$ cat config.mk
export PLATFORM = sky130hd
export DESIGN_NAME = mfp_pmod_als_spi_ctrl
export DESIGN_NICKNAME = d
export VERILOG_FILES = /design/src/rtl/mfp_spi_ctrl_pkg.sv /design/src/rtl/mfp_spi_sck_gen.sv /design/src/rtl/mfp_pmod_als_spi_ctrl.sv
export SDC_FILE = /design/constraint.sdc
export NUM_CORES = 1
export LEC_CHECK = 0
export ABC_AREA = 1
export ABC_CLOCK_PERIOD_IN_PS = 4100
export BUFFER_PORTS_ARGS = -buffer_cell sky130_fd_sc_hd__buf_2
export CORE_MARGIN = 2
export CORE_UTILIZATION = 60
export CTS_CLUSTER_SIZE = 20
export DETAILED_ROUTE_END_ITERATION = 8
export GPL_TIMING_DRIVEN = 0
export PLACE_DENSITY_LB_ADDON = 0.3
export SLEW_MARGIN = 15
export SYNTH_ARGS = -nofsm -noshare
export SYNTH_HDL_FRONTEND = slang
export SYNTH_SLANG_ARGS = --single-unit
$ cat constraint.sdc
create_clock -name HCLK -period 4.1 [get_ports HCLK]
set_input_delay 1.025 -clock HCLK [delete_from_list [all_inputs] [get_ports HCLK]]
set_output_delay 1.025 -clock HCLK [all_outputs]
set_load 0.05 [all_outputs]
$ cat src/rtl/mfp_spi_ctrl_pkg.sv
// Shared definitions for the PmodALS SPI controller: frame geometry, FSM
// state encoding and the frame-error helper.
package mfp_spi_ctrl_pkg;

    localparam int unsigned FRAME_BITS = 16;
    localparam int unsigned DATA_MSB   = 11;
    localparam int unsigned DATA_LSB   = 4;

    typedef enum logic [2:0] {
        StIdle      = 3'd0,
        StQuietWait = 3'd1,
        StArm       = 3'd2,
        StShift     = 3'd3,
        StDone      = 3'd4
    } state_e;

    // The sensor pads the 8-bit result with zeros on both sides.
    function automatic logic frame_err_of(input logic [FRAME_BITS-1:0] w);
        return (|w[FRAME_BITS-1:DATA_MSB+1]) | (|w[DATA_LSB-1:0]);
    endfunction

endpackage

$ cat src/rtl/mfp_spi_sck_gen.sv
// Free-running SCK divider. Ticks are asserted in the cycle whose closing
// edge drives SCK high (rise) or low (fall).
module mfp_spi_sck_gen #(
    parameter int unsigned DIV = 4
) (
    input  logic clk_i,
    input  logic rst_ni,
    output logic sck_o,
    output logic rise_tick_o,
    output logic fall_tick_o
);

    logic [7:0] cnt_q, cnt_d;
    logic       sck_q, sck_d;
    logic       wrap;

    assign wrap = (cnt_q == 8'(DIV - 1));

    always_comb begin
        cnt_d = cnt_q + 8'd1;
        sck_d = sck_q;
        if (wrap) begin
            cnt_d = 8'd0;
            sck_d = ~sck_q;
        end
    end

    always_ff @(posedge clk_i) begin
        if (!rst_ni) begin
            cnt_q <= 8'd0;
            sck_q <= 1'b1;
        end else begin
            cnt_q <= cnt_d;
            sck_q <= sck_d;
        end
    end

    assign sck_o       = sck_q;
    assign rise_tick_o = wrap & ~sck_q;
    assign fall_tick_o = wrap & sck_q;

endmodule

$ cat src/rtl/mfp_pmod_als_spi_ctrl.sv
// SPI master for the PmodALS light sensor: paces frames with a CS-high quiet
// gap, shifts in 16 bits on SCK rises and publishes the 8-bit light value.
module mfp_pmod_als_spi_ctrl
    import mfp_spi_ctrl_pkg::*;
#(
    parameter int unsigned DIV   = 4,
    parameter int unsigned QUIET = 1
) (
    input  logic        HCLK,
    input  logic        HRESETn,
    input  logic        start,
    input  logic        auto_en,
    output logic        busy,
    output logic        valid,
    output logic [7:0]  data,
    output logic [15:0] raw,
    output logic        frame_err,
    output logic        SPI_CS,
    output logic        SPI_SCK,
    input  logic        SPI_SDO
);

    localparam logic [3:0] QuietCnt = 4'(QUIET);

    logic rise_tick, fall_tick;

    mfp_spi_sck_gen #(
        .DIV(DIV)
    ) u_sck_gen (
        .clk_i      (HCLK),
        .rst_ni     (HRESETn),
        .sck_o      (SPI_SCK),
        .rise_tick_o(rise_tick),
        .fall_tick_o(fall_tick)
    );

    state_e                  state_q;
    logic                    cs_q;
    logic                    busy_q;
    logic                    valid_q;
    logic [FRAME_BITS-1:0]   shift_q;
    logic [FRAME_BITS-1:0]   raw_q;
    logic [7:0]              data_q;
    logic                    err_q;
    logic [4:0]              bit_cnt_q;
    logic                    seen_fall_q;
    logic [3:0]              quiet_cnt_q, quiet_cnt_d;

    // Counts falling SCK edges seen with CS high; saturates so idle time is credited.
    always_comb begin
        quiet_cnt_d = quiet_cnt_q;
        if (!cs_q) begin
            quiet_cnt_d = 4'd0;
        end else if (fall_tick && (quiet_cnt_q < QuietCnt)) begin
            quiet_cnt_d = quiet_cnt_q + 4'd1;
        end
    end

    always_ff @(posedge HCLK) begin
        if (!HRESETn) begin
            quiet_cnt_q <= 4'd0;
        end else begin
            quiet_cnt_q <= quiet_cnt_d;
        end
    end

    always_ff @(posedge HCLK) begin
        if (!HRESETn) begin
            state_q     <= StIdle;
            cs_q        <= 1'b1;
            busy_q      <= 1'b0;
            valid_q     <= 1'b0;
            shift_q     <= '0;
            raw_q       <= '0;
            data_q      <= 8'd0;
            err_q       <= 1'b0;
            bit_cnt_q   <= 5'd0;
            seen_fall_q <= 1'b0;
        end else begin
            valid_q <= 1'b0;
            unique case (state_q)
                StIdle: begin
                    // A start landing on the valid pulse is dropped.
                    if ((start && !valid_q) || auto_en) begin
                        state_q <= StQuietWait;
                        busy_q  <= 1'b1;
                    end
                end
                StQuietWait: begin
                    busy_q <= 1'b1;
                    if (quiet_cnt_q >= QuietCnt) begin
                        state_q <= StArm;
                    end
                end
                StArm: begin
                    if (rise_tick) begin
                        cs_q        <= 1'b0;
                        bit_cnt_q   <= 5'd0;
                        seen_fall_q <= 1'b0;
                        state_q     <= StShift;
                    end
                end
                StShift: begin
                    if (fall_tick) begin
                        seen_fall_q <= 1'b1;
                    end
                    if (rise_tick && seen_fall_q) begin
                        shift_q   <= {shift_q[FRAME_BITS-2:0], SPI_SDO};
                        bit_cnt_q <= bit_cnt_q + 5'd1;
                        if (bit_cnt_q == 5'(FRAME_BITS - 1)) begin
                            cs_q    <= 1'b1;
                            state_q <= StDone;
                        end
                    end
                end
                StDone: begin
                    valid_q <= 1'b1;
                    busy_q  <= 1'b0;
                    raw_q   <= shift_q;
                    data_q  <= shift_q[DATA_MSB:DATA_LSB];
                    err_q   <= frame_err_of(shift_q);
                    state_q <= auto_en ? StQuietWait : StIdle;
                end
                default: state_q <= StIdle;
            endcase
        end
    end

    assign busy      = busy_q;
    assign valid     = valid_q;
    assign data      = data_q;
    assign raw       = raw_q;
    assign frame_err = err_q;
    assign SPI_CS    = cs_q;

endmodule

==> run metrics <==
fmax=between 400 and 500 MHz; PD cells=roughly 430 nW/um^2; gr usage total=a little under a quarter; post-synth net total=337; GP Congestion=between 0.8 and 0.9; Setup Fix Bufs, Post-CTS=0; max_cap viols=0; CP Class=reg2out; CTS Buffer Depth=2; post-synthesis mux area share=0%; ys async rst share=0%; antenna viol nets, final=0; Syn Std Cell Area=between 2000 and 2500 sq um; Via density=roughly 5; die area=between 4000 and 5000 sq um; Max IR drop VDD=0.220 mV; height of the die=68.2 microns; area fraction in compound gates after synthesis=roughly 15%; clock latency on the worst-skew pair=between 0.3 and 0.4 ns; syn_area_per_cell=between 7 and 8 sq um; Cell variety after synth=31; Slew Limit Fails=0; clk slew on worst S/H paths=around 0.060 ns; CTS Sinks=between 50 and 60; drt total wl=roughly 4.8 mm; num rows=23; R2R setup slack=2.34 ns; CP arrival=between 1 and 1.5 ns; Final nets=381; fin crit share=about half; fraction of the mapped netlist area in adder cells=around 3%; Post-CTS Resized=0; Tightest Hold Check Type=reg2reg; start point of the critical path=raw[9]; global-route wire length before repair=about 7.9 mm; met3 WL=335 microns; startpoint type of the worst setup path=flop; vias in the first global route=around 1.8k; M1 WL=approximately 2.2 mm; Cells after Synth=about 330; First DRT Iteration DRCs=between 100 and 150; final setup margin=approximately 2.0 ns; TritonCTS clock tree=built; Hold Path Stages=1; EDFF count, synth=0; H-tree depth=3; Post-Synth XOR/XNOR Area=less than 1%; routed wire length per instance=between 10 and 15 microns; post-layout min period=around 2.1 ns; Leak=~1.4 nW; top sig layer=met4; DP Worst Slack=about 2 ns; Worst Setup End Kind=primary output; FILL cells=roughly 340; initial core utilization=between 60% and 70%; Synth Area in Simple Gates=between 20 and 25%; total gr overflow=0; sequential cell area=1160 sq um; main combinational cell family by area after synthesis=simple AND/OR/NAND/NOR gates; share of layout cells above drive strength 1=about a fifth; Syn-to-layout area delta=16.1%; FF-to-FF Start=bit_cnt_q[0]; core outline area=between 3000 and 4000 sq um; largest net degree at the start of global routing=11; initial antenna violation count=0; Worst-Margin Slew=~0.36 ns; Setup-failing EPs final=0; n_diodes=0; root buffer cell=clkbuf_8; Slew headroom=between 70% and 80%; status=finished clean; setup TNS=0 ns; vias post-DR=between 2k and 2.5k; RSZ-0062 raised after global routing=no; Synth area leaders=dfxtp_1, nand2_1, a21oi_1, inv_1, nor2_1; cell accounting for the most synthesized area=dfxtp_1; port bufs=33; Ys Warns=0; Max FO, Critical Path=3; metal2 WL=2.21 mm; Req. time, crit path=3.07 ns; Yosys reg bits=58; Top Ports=34; r2r worst-path depth=11; area of the multi-input gates=between 1000 and 1500 sq um; DP HPWL=around 3.4 mm; worst reg2reg path endpoint=state_q[1]; Clock Skews=0.00953 ns; cts bufs inserted=9; ys flop type=dfxtp_1; Fin. Hold Viols=0; worst hold endpoint=u_sck_gen.cnt_q[0]; die width=roughly 70 microns; DRC violations left=0; post-synthesis sequential area ratio=approximately 47%; post-synth top area share=roughly 47%; Pre-Repair DR Iteration Count=4; hold_sp=u_sck_gen.cnt_q[0]; quantity of hold-fixing buffers added after cts=0
-- worst max-delay path, cell delays in order (launching register included) --
cell and delay (ns):
dfxtp_1 0.35, buf_4 0.11, buf_2 0.24
-- layer usage --
| metal | track usage, % | up-vias |
|---|---|---|
| met5 | 0 | - |
| met4 | 10.5 | 0 |
| met3 | 8.88 | 10 |
| met2 | 37.0 | 53 |
| met1 | 28.3 | 939 |
| li1 | - | 1117 |
-- layout make-up --
cell class | instances | area share [%]
Sequential cell | 58 | 40.5
Multi-Input combinational cell | 204 | 35.3
Tap cell | 50 | 2.18
Clock buffer | 12 | 5.41
Timing Repair Buffer | 33 | 5.76
Inverter | 46 | 6.06
Clock inverter | 3 | 0.523
Buffer | 18 | 4.27
-- logic make-up after synthesis --
kind of cell             Yosys count
AND/OR/NAND/NOR                  128
XOR/XNOR                           2
buffers and inverters             64
adder cells (fa/ha/maj)            6
flip-flops                        58
AO/OA/AOI/OAI                     68
-- per-stage QoR --
| stage | hold WS [ns] | utilization, % | instance area, sq um | std cells | power [W] |
|---|---|---|---|---|---|
| after floorplan | 0.418 | - | 2470 | 326 | 0.000739 |
| final | 0.450 | 72.2 | 2870 | 424 | 0.00122 |
| after global routing | 0.476 | 72.2 | 2870 | 424 | 0.00128 |
| after global placement | 0.431 | 68.0 | 2700 | 409 | 0.000769 |
| after detailed placement | 0.445 | 68.0 | 2700 | 409 | 0.000774 |
| after CTS | 0.455 | 72.2 | 2870 | 424 | 0.00123 |
-- layout by cell type (no fill, tap or decap), types with 9 or more instances in the layout --
cell type / netlist / final
buf_2: 5 / 38
a21oi_1: 40 / 40
nand2_1: 64 / 64
o21ai_0: 21 / 21
dfxtp_1: 58 / 58
buf_4: 9 / 9
inv_1: 43 / 43
nor2_1: 33 / 33
clkbuf_8: 0 / 11
nand3_1: 15 / 15
-- cells in the mapped netlist, types with 2 or more instances --
library cell  number
inv_1             43
dfxtp_1           58
a21oi_1           40
o21ai_0           21
nand2_1           64
nand4_1            3
buf_4              9
buf_6              2
nor2_4             3
nor3_1             4
buf_2              5
nor2_1            33
a21oi_2            4
nand3_1           15
ha_1               6
-- sequential cells by signal (all words and copies together), names as in the netlist, 3 cells and up --
name,flops
u_sck_gen.cnt_q,8
raw,16
state_q,3
bit_cnt_q,5
quiet_cnt_q,4
shift_q,16
-- where the power goes --
part           switching [W]  internal (W)
logic               0.000113     0.0000508
registers          0.0000187      0.000581
clock network       0.000214      0.000246
total               0.000346      0.000878
-- worst max-delay path by stage --
stage                    endpoint  slack (ns)  depth (start not counted)
2_1_floorplan             raw[10]        2.17                          1
3_3_place_gp   u_sck_gen.cnt_q[5]        1.95                          5
3_5_place_dp   u_sck_gen.cnt_q[4]        1.95                          5
4_1_cts                    raw[4]        2.02                          2
5_1_grt                    raw[8]        1.98                          2
6_report                   raw[9]        2.04                          2
(Power assumes the default switching activity.)
